--- src/rtl/store_seq_ctrl_if.sv ---
// Store-request and dmem write-port signals shared by the core, the store
// sequencer and the data memory.
interface store_seq_ctrl_if;
    logic        st_valid;
    logic        st_ready;
    logic [2:0]  st_funct3;
    logic [31:0] st_addr;
    logic [31:0] st_data;
    logic        stall;
    logic        st_done;
    logic        st_err;
    logic        mem_req;
    logic        mem_gnt;
    logic [31:0] mem_addr;
    logic [31:0] mem_wdata;
    logic [3:0]  mem_we;

    // Environment side: core issues stores, memory returns grants.
    modport master (
        output st_valid, st_funct3, st_addr, st_data, mem_gnt,
        input  st_ready, stall, st_done, st_err,
        input  mem_req, mem_addr, mem_wdata, mem_we
    );

    modport slave (
        input  st_valid, st_funct3, st_addr, st_data, mem_gnt,
        output st_ready, stall, st_done, st_err,
        output mem_req, mem_addr, mem_wdata, mem_we
    );
endinterface

--- src/rtl/store_seq_ctrl.sv ---
// Sequences SB/SH/SW stores onto the dmem write port, building lane-aligned data
// and byte enables and splitting word-crossing stores into two beats.
module store_seq_ctrl #(
    parameter bit SPLIT_EN = 1'b1,
    parameter int MAX_WAIT = 16
) (
    input  logic clk,
    input  logic reset,
    store_seq_ctrl_if.slave bus
);
    localparam int WW = (MAX_WAIT > 1) ? $clog2(MAX_WAIT + 1) : 1;
    localparam logic [WW-1:0] WAIT_LAST = (MAX_WAIT > 0) ? WW'(MAX_WAIT - 1) : '0;

    typedef enum logic [1:0] {IDLE, BEAT0, BEAT1, DONE} state_t;

    state_t        state;
    state_t        state_nxt;
    logic [29:0]   word_q;
    logic [7:0]    we_q;
    logic [63:0]   data_q;
    logic          err_q;
    logic [WW-1:0] wait_q;

    logic [1:0]    off;
    logic [7:0]    base_mask;
    logic [7:0]    mask;
    logic [63:0]   shifted;
    logic          legal;
    logic          split;
    logic          reject;
    logic          accept;
    logic          grant;
    logic          timeout;

    // Lane math over an 8-byte window: the upper nibble of the mask is the second word.
    always_comb begin
        off       = bus.st_addr[1:0];
        legal     = 1'b1;
        base_mask = 8'h00;
        case (bus.st_funct3)
            3'b000:  base_mask = 8'h01;
            3'b001:  base_mask = 8'h03;
            3'b010:  base_mask = 8'h0F;
            default: legal = 1'b0;
        endcase
        mask    = base_mask << off;
        shifted = {32'b0, bus.st_data} << {off, 3'b000};
        split   = |mask[7:4];
        reject  = !legal || (split && !SPLIT_EN);
    end

    assign accept  = bus.st_valid && (state == IDLE);
    assign grant   = bus.mem_req && bus.mem_gnt;
    assign timeout = (MAX_WAIT != 0) && bus.mem_req && !bus.mem_gnt && (wait_q == WAIT_LAST);

    always_comb begin
        state_nxt = state;
        case (state)
            IDLE:    if (accept) state_nxt = reject ? DONE : BEAT0;
            BEAT0: begin
                if (grant)        state_nxt = (|we_q[7:4]) ? BEAT1 : DONE;
                else if (timeout) state_nxt = DONE;
            end
            BEAT1:   if (grant || timeout) state_nxt = DONE;
            DONE:    state_nxt = IDLE;
            default: state_nxt = IDLE;
        endcase
    end

    // Bus outputs decode straight from state so an async reset drops mem_req at once.
    assign bus.st_ready  = (state == IDLE);
    assign bus.stall     = (state != IDLE);
    assign bus.st_done   = (state == DONE);
    assign bus.st_err    = (state == DONE) && err_q;
    assign bus.mem_req   = (state == BEAT0) || (state == BEAT1);
    assign bus.mem_addr  = (state == BEAT0) ? {word_q, 2'b00} :
                           (state == BEAT1) ? {word_q + 30'd1, 2'b00} : 32'd0;
    assign bus.mem_we    = (state == BEAT0) ? we_q[3:0] :
                           (state == BEAT1) ? we_q[7:4] : 4'd0;
    assign bus.mem_wdata = (state == BEAT0) ? data_q[31:0] :
                           (state == BEAT1) ? data_q[63:32] : 32'd0;

    always_ff @(posedge clk or negedge reset) begin
        if (!reset) begin
            state  <= IDLE;
            word_q <= '0;
            we_q   <= '0;
            data_q <= '0;
            err_q  <= 1'b0;
            wait_q <= '0;
        end else begin
            state <= state_nxt;
            if (accept) begin
                word_q <= bus.st_addr[31:2];
                we_q   <= mask;
                data_q <= shifted;
                err_q  <= reject;
            end else if (timeout) begin
                err_q  <= 1'b1;
            end
            // Each beat gets its own full wait budget.
            if (accept || ((state == BEAT0) && grant)) begin
                wait_q <= '0;
            end else if (bus.mem_req && !bus.mem_gnt) begin
                wait_q <= wait_q + WW'(1);
            end
        end
    end
endmodule

--- src/flat_wrapper.sv ---
// flat-port wrapper written by rule: the top's interface ports become plain ports
module store_seq_ctrl_flat 
#(
    parameter bit SPLIT_EN = 1'b1,
    parameter int MAX_WAIT = 16
)
  (clk, reset, bus_st_valid, bus_st_funct3, bus_st_addr, bus_st_data, bus_mem_gnt, bus_st_ready, bus_stall, bus_st_done, bus_st_err, bus_mem_req, bus_mem_addr, bus_mem_wdata, bus_mem_we);
  store_seq_ctrl_if bus_i ();
  input  logic clk;
  input  logic reset;
  input wire logic [$bits(bus_i.st_valid)-1:0] bus_st_valid;
  input wire logic [$bits(bus_i.st_funct3)-1:0] bus_st_funct3;
  input wire logic [$bits(bus_i.st_addr)-1:0] bus_st_addr;
  input wire logic [$bits(bus_i.st_data)-1:0] bus_st_data;
  input wire logic [$bits(bus_i.mem_gnt)-1:0] bus_mem_gnt;
  output wire logic [$bits(bus_i.st_ready)-1:0] bus_st_ready;
  output wire logic [$bits(bus_i.stall)-1:0] bus_stall;
  output wire logic [$bits(bus_i.st_done)-1:0] bus_st_done;
  output wire logic [$bits(bus_i.st_err)-1:0] bus_st_err;
  output wire logic [$bits(bus_i.mem_req)-1:0] bus_mem_req;
  output wire logic [$bits(bus_i.mem_addr)-1:0] bus_mem_addr;
  output wire logic [$bits(bus_i.mem_wdata)-1:0] bus_mem_wdata;
  output wire logic [$bits(bus_i.mem_we)-1:0] bus_mem_we;
  assign bus_i.st_valid = bus_st_valid;
  assign bus_i.st_funct3 = bus_st_funct3;
  assign bus_i.st_addr = bus_st_addr;
  assign bus_i.st_data = bus_st_data;
  assign bus_i.mem_gnt = bus_mem_gnt;
  assign bus_st_ready = bus_i.st_ready;
  assign bus_stall = bus_i.stall;
  assign bus_st_done = bus_i.st_done;
  assign bus_st_err = bus_i.st_err;
  assign bus_mem_req = bus_i.mem_req;
  assign bus_mem_addr = bus_i.mem_addr;
  assign bus_mem_wdata = bus_i.mem_wdata;
  assign bus_mem_we = bus_i.mem_we;
  store_seq_ctrl #(.SPLIT_EN(SPLIT_EN), .MAX_WAIT(MAX_WAIT)) u_core (.clk(clk), .reset(reset), .bus(bus_i));
endmodule
--- config.mk ---
export PLATFORM = sky130hd
export DESIGN_NAME = store_seq_ctrl_flat
export DESIGN_NICKNAME = d
export VERILOG_FILES = /design/src/rtl/store_seq_ctrl_if.sv /design/src/rtl/store_seq_ctrl.sv /design/src/flat_wrapper.sv
export SDC_FILE = /design/constraint.sdc
export NUM_CORES = 1
export LEC_CHECK = 0
export BUFFER_PORTS_ARGS = -buffer_cell sky130_fd_sc_hd__buf_2
export CAP_MARGIN = 20
export CORE_UTILIZATION = 58
export DETAILED_ROUTE_END_ITERATION = 7
export PLACE_DENSITY = 0.95
export SETUP_SLACK_MARGIN = 0.4
export SLEW_MARGIN = 15
export SYNTH_ARGS = -nofsm -noshare
export SYNTH_HDL_FRONTEND = slang
export SYNTH_SLANG_ARGS = --single-unit
--- constraint.sdc ---
create_clock -name clk -period 5.6 [get_ports clk]
set_input_delay 0.56 -clock clk [delete_from_list [all_inputs] [get_ports clk]]
set_output_delay 0.56 -clock clk [all_outputs]
set_load 0.005 [all_outputs]
==> impl_summary.txt <==
----------------------------------------------------
[Global routing]
  Overflow left after global routing ... 0
  Maximum number of pins on one net before global-route repair ... 105
  Gr usage total ... 0.323
  Via count of the first global-routing pass ... between 5000 and 6000
  Initial antenna violation count ... 0
  First-pass GRT wire length ... about 25000 um

[Logic synthesis]
  Seq/Total Area, Yosys ... 0.454
  Area share of fa/ha/maj cells after synthesis ... 0.0180
  Avg Synthesized Cell Area ... ~9 um2
  Syn Std Cell Area ... around 5600 um2
  Count of flip-flops with a built-in enable after synthesis ... 0
  Xor/xnor share of the synthesized area ... 0.0157
  Most instantiated flip-flop cell in the synthesis netlist ... sky130_fd_sc_hd__dfrtp_1
  Post-synthesis compound-gate area fraction ... 0.200
  Multiplexer area fraction after synthesis ... 0.0505
  Proportion of synthesized flip-flops having asynchronous set or reset ... 1.00
  Instance count of the mapped netlist ... between 600 and 700
  Post-synthesis share of cell area spent on and, or, nand and nor gates ... 0.222
  Combinational family with the most area after synthesis ... simple AND/OR/NAND/NOR gates
  Count of unique library cells instantiated by Yosys ... 44
  Yosys synthesis warning count ... 0
  Synthesized flop and latch total ... 101

[Layout]
  Most common cell after layout, fill and taps aside ... sky130_fd_sc_hd__buf_2
  Share of cells above drive strength 1 ... 0.245
  Commonest non-fill, non-tap cells in the layout ... 140 x sky130_fd_sc_hd__buf_2, 134 x sky130_fd_sc_hd__nand2_1, 101 x sky130_fd_sc_hd__dfrtp_1
  N_diodes ... 0
  Number of non-filler instances in the completed layout ... 877
  Final-stage net count ... between 800 and 900
  Area growth, synth to finish ... 16.9%
  Non-Filler Cell Area, Final ... approximately 6500 um2

[Worst setup path]
  Worst path slowest cell ... sky130_fd_sc_hd__or4_1
  Critical path depth in cells ... 7
  Combined buffer and inverter count along the critical path ... 2
  Data arrival time of the critical path ... ~3.1 ns
  Worst-path cell chain ... inv_1, ha_1, nand4b_1, or4_1, or4_1, nand2_1, buf_2
  Startpoint type of the worst setup path ... flop
  Crit-path max FO ... 12
  Largest delay contributor family on the critical path ... simple AND/OR/NAND/NOR gates
  Category of the critical setup timing path ... reg -> out
  Stage delay of the slowest cell on the critical path ... between 0.8 and 0.9 ns
  Worst path most repeated cell ... sky130_fd_sc_hd__or4_1
  R2r worst-path depth ... 5
  Required time of the critical path ... 5.04 ns
  Kind of end point of the critical path ... primary output

[Place]
  Number of cells after detailed placement ... 861
  DP Worst Slack ... about 2.4 ns
  Final weighted congestion in routability-driven placement ... 0.882
  Post-DP HPWL ... between 10000 and 15000 um
  Dpl cell area ... 6300 um2
  PortBufs ... ~140

[Pwr]
  Worst voltage drop across the vdd grid ... approximately 0.27 mV
  Post-layout total power ... between 3 and 4 mW
  Pwr per Cell Area ... about 490 nW/um2
  Leak ... roughly 3.2 nW

[Floorplanning]
  Die area ... 10000 um2
  Top-level I/O count ... roughly 140
  Initial core utilization ... 0.600
  Die Y-Extent ... about 100 um
  Die boundary width ... 100 um
  Core Box Area ... about 9300 um2
  Number of placement rows ... 35

[Route]
  Vias/cell ... ~6.1
  Sum of routed wire length over all layers ... between 15000 and 20000 um
  Post-route antenna net violation count ... 0
  Number of iterations in the first detailed-routing pass ... 5
  Residual DRC count ... 0
  Routed wire per std cell ... 17.5 um
  Number of violations reported at the end of detailed-routing iteration 0 ... about 290
  Vias after detailed routing ... between 5000 and 6000

[Status]
  Result of the run ... finished clean

[Timing]
  Period utilization ... 0.653
  Least setup slack across all paths after layout ... 1.94 ns
  Actual transition at the worst max-transition pin ... between 1 and 1.5 ns
  Max Slew Vio Count ... 0
  Final Setup Violations ... 0
  Clock period minus worst slack ... 3.66 ns
  Slew headroom ... 0.291
  Worst clock skew ... between 0.02 and 0.025 ns
  Setup repair after global routing missed its margin ... false
  Endpoints failing hold ... 0
  Peak clock frequency supported by timing ... between 200 and 300 MHz
  Post-Route Setup TNS ... 0 ns

[Clock network]
  Clock Pin Slew Worst Setup and Hold Paths ... around 0.10 ns
  Clk Latency, worst-skew pair ... 0.38 ns
  Number of post-CTS setup repair buffers ... 0
  Clock tree from TritonCTS ... built
  H-tree levels ... 3
  Post-cts gate resize count ... 0
  Hold buffer count at CTS ... 0
  Number of buffers between clock root and the deepest sink ... 2
  Total CTS buffers ... 9
  Clock root cell ... sky130_fd_sc_hd__clkbuf_8
  Sink count of the clock tree ... roughly 100

[Flow run]
  MaxCap Viol Count ... 0

[Worst hold path]
  Kind of path behind the tightest hold check ... in -> async

----------------------------------------------------
cell families (layout without fill, tap and decap cells):
| logic type | count (synthesis) | after routing |
|---|---|---|
| compound gates | 157 | 157 |
| buf+inv | 56 | 171 |
| fa+ha+maj | 8 | 8 |
| other cells | 1 | 2 |
| xor+xnor | 10 | 10 |
| flops | 101 | 101 |
| simple gates | 273 | 273 |
| mux | 26 | 26 |
layer usage:
| metal | wire (um) | vias to the layer above | global-route usage | part of all wire |
|---|---|---|---|---|
| met4 | 575 | 0 | 0.142 | 0.037 |
| li1 | - | 2472 | - | - |
| met2 | 7740 | 283 | 0.569 | 0.50 |
| met1 | 5810 | 2581 | 0.380 | 0.38 |
| met3 | 1230 | 42 | 0.0696 | 0.080 |
| met5 | 0 | - | 0 | 0 |
stage by stage:
stage,hold WS [ns],util
after floorplan,0.264,-
after global routing,0.113,0.701
final,0.102,0.701
after detailed placement,0.474,0.679
after CTS,0.106,0.701
after global placement,0.460,0.679
power breakdown:
group,switching [mW],internal [mW],total [mW]
logic,0.784,0.594,1.38
registers,0.274,1.04,1.32
clock network,0.283,0.187,0.471
total,1.34,1.82,3.16
area by class of cell:
| cell class | count | area (um2) |
|---|---|---|
| repair buffers | 145 | 738 |
| well taps | 129 | 161 |
| inverters | 10 | 37.5 |
| fillers | 747 | 2770 |
| multi-input cells | 476 | 2840 |
| clock inverters | 6 | 65.1 |
| clock buffers | 10 | 138 |
| flip-flops and latches | 101 | 2530 |
flip-flops by register name, indices dropped and copies added (netlist names):
signal         cells
u_core.we_q        7
u_core.wait_q      5
u_core.data_q     56
u_core.word_q     30
u_core.err_q       1
u_core.state       2
worst paths after layout:
check	startpoint	to	slack, ns
worst min-delay path	reset	u_core.word_q[19]	0.10
min in group clk	bus_st_addr[12]	u_core.word_q[10]	0.37
worst max-delay path	u_core.state[1]	bus_mem_addr[26]	1.94
worst min register to register	u_core.data_q[24]	u_core.data_q[24]	0.49
max in group asynchronous	reset	u_core.we_q[4]	4.28
worst max register to register	u_core.state[0]	u_core.we_q[5]	3.01
synthesized netlist by cell type, types with 6 or more instances:
cell                       count  area [um2]
sky130_fd_sc_hd__a21oi_1      24         120
sky130_fd_sc_hd__a221oi_1     16         140
sky130_fd_sc_hd__a22o_1       51         447
sky130_fd_sc_hd__and2_1       12        75.1
sky130_fd_sc_hd__buf_1         6        22.5
sky130_fd_sc_hd__clkbuf_1     36         135
sky130_fd_sc_hd__dfrtp_1     101        2530
sky130_fd_sc_hd__ha_1          8         100
sky130_fd_sc_hd__inv_1        10        37.5
sky130_fd_sc_hd__mux2_2       17         191
sky130_fd_sc_hd__mux2i_1       9        90.1
sky130_fd_sc_hd__nand2_1     135         507
sky130_fd_sc_hd__nand3_1      13        65.1
sky130_fd_sc_hd__nand4_1       8        50.1
sky130_fd_sc_hd__nor2_1       61         229
sky130_fd_sc_hd__o211ai_1      7        52.6
sky130_fd_sc_hd__o21ai_0      37         185
sky130_fd_sc_hd__o31ai_1       8        60.1
sky130_fd_sc_hd__or3_1         6        37.5
sky130_fd_sc_hd__or4_1        14         105
worst reg2reg max path: stages, from the launching register on:
cell and delay (ns):
sky130_fd_sc_hd__dfrtp_1 0.41, sky130_fd_sc_hd__inv_1 0.15, sky130_fd_sc_hd__ha_1 0.28, sky130_fd_sc_hd__and2_2 0.90, sky130_fd_sc_hd__nand2_1 0.45, sky130_fd_sc_hd__o31ai_1 0.32
No activity file was read; power rests on OpenSTA's default activity.
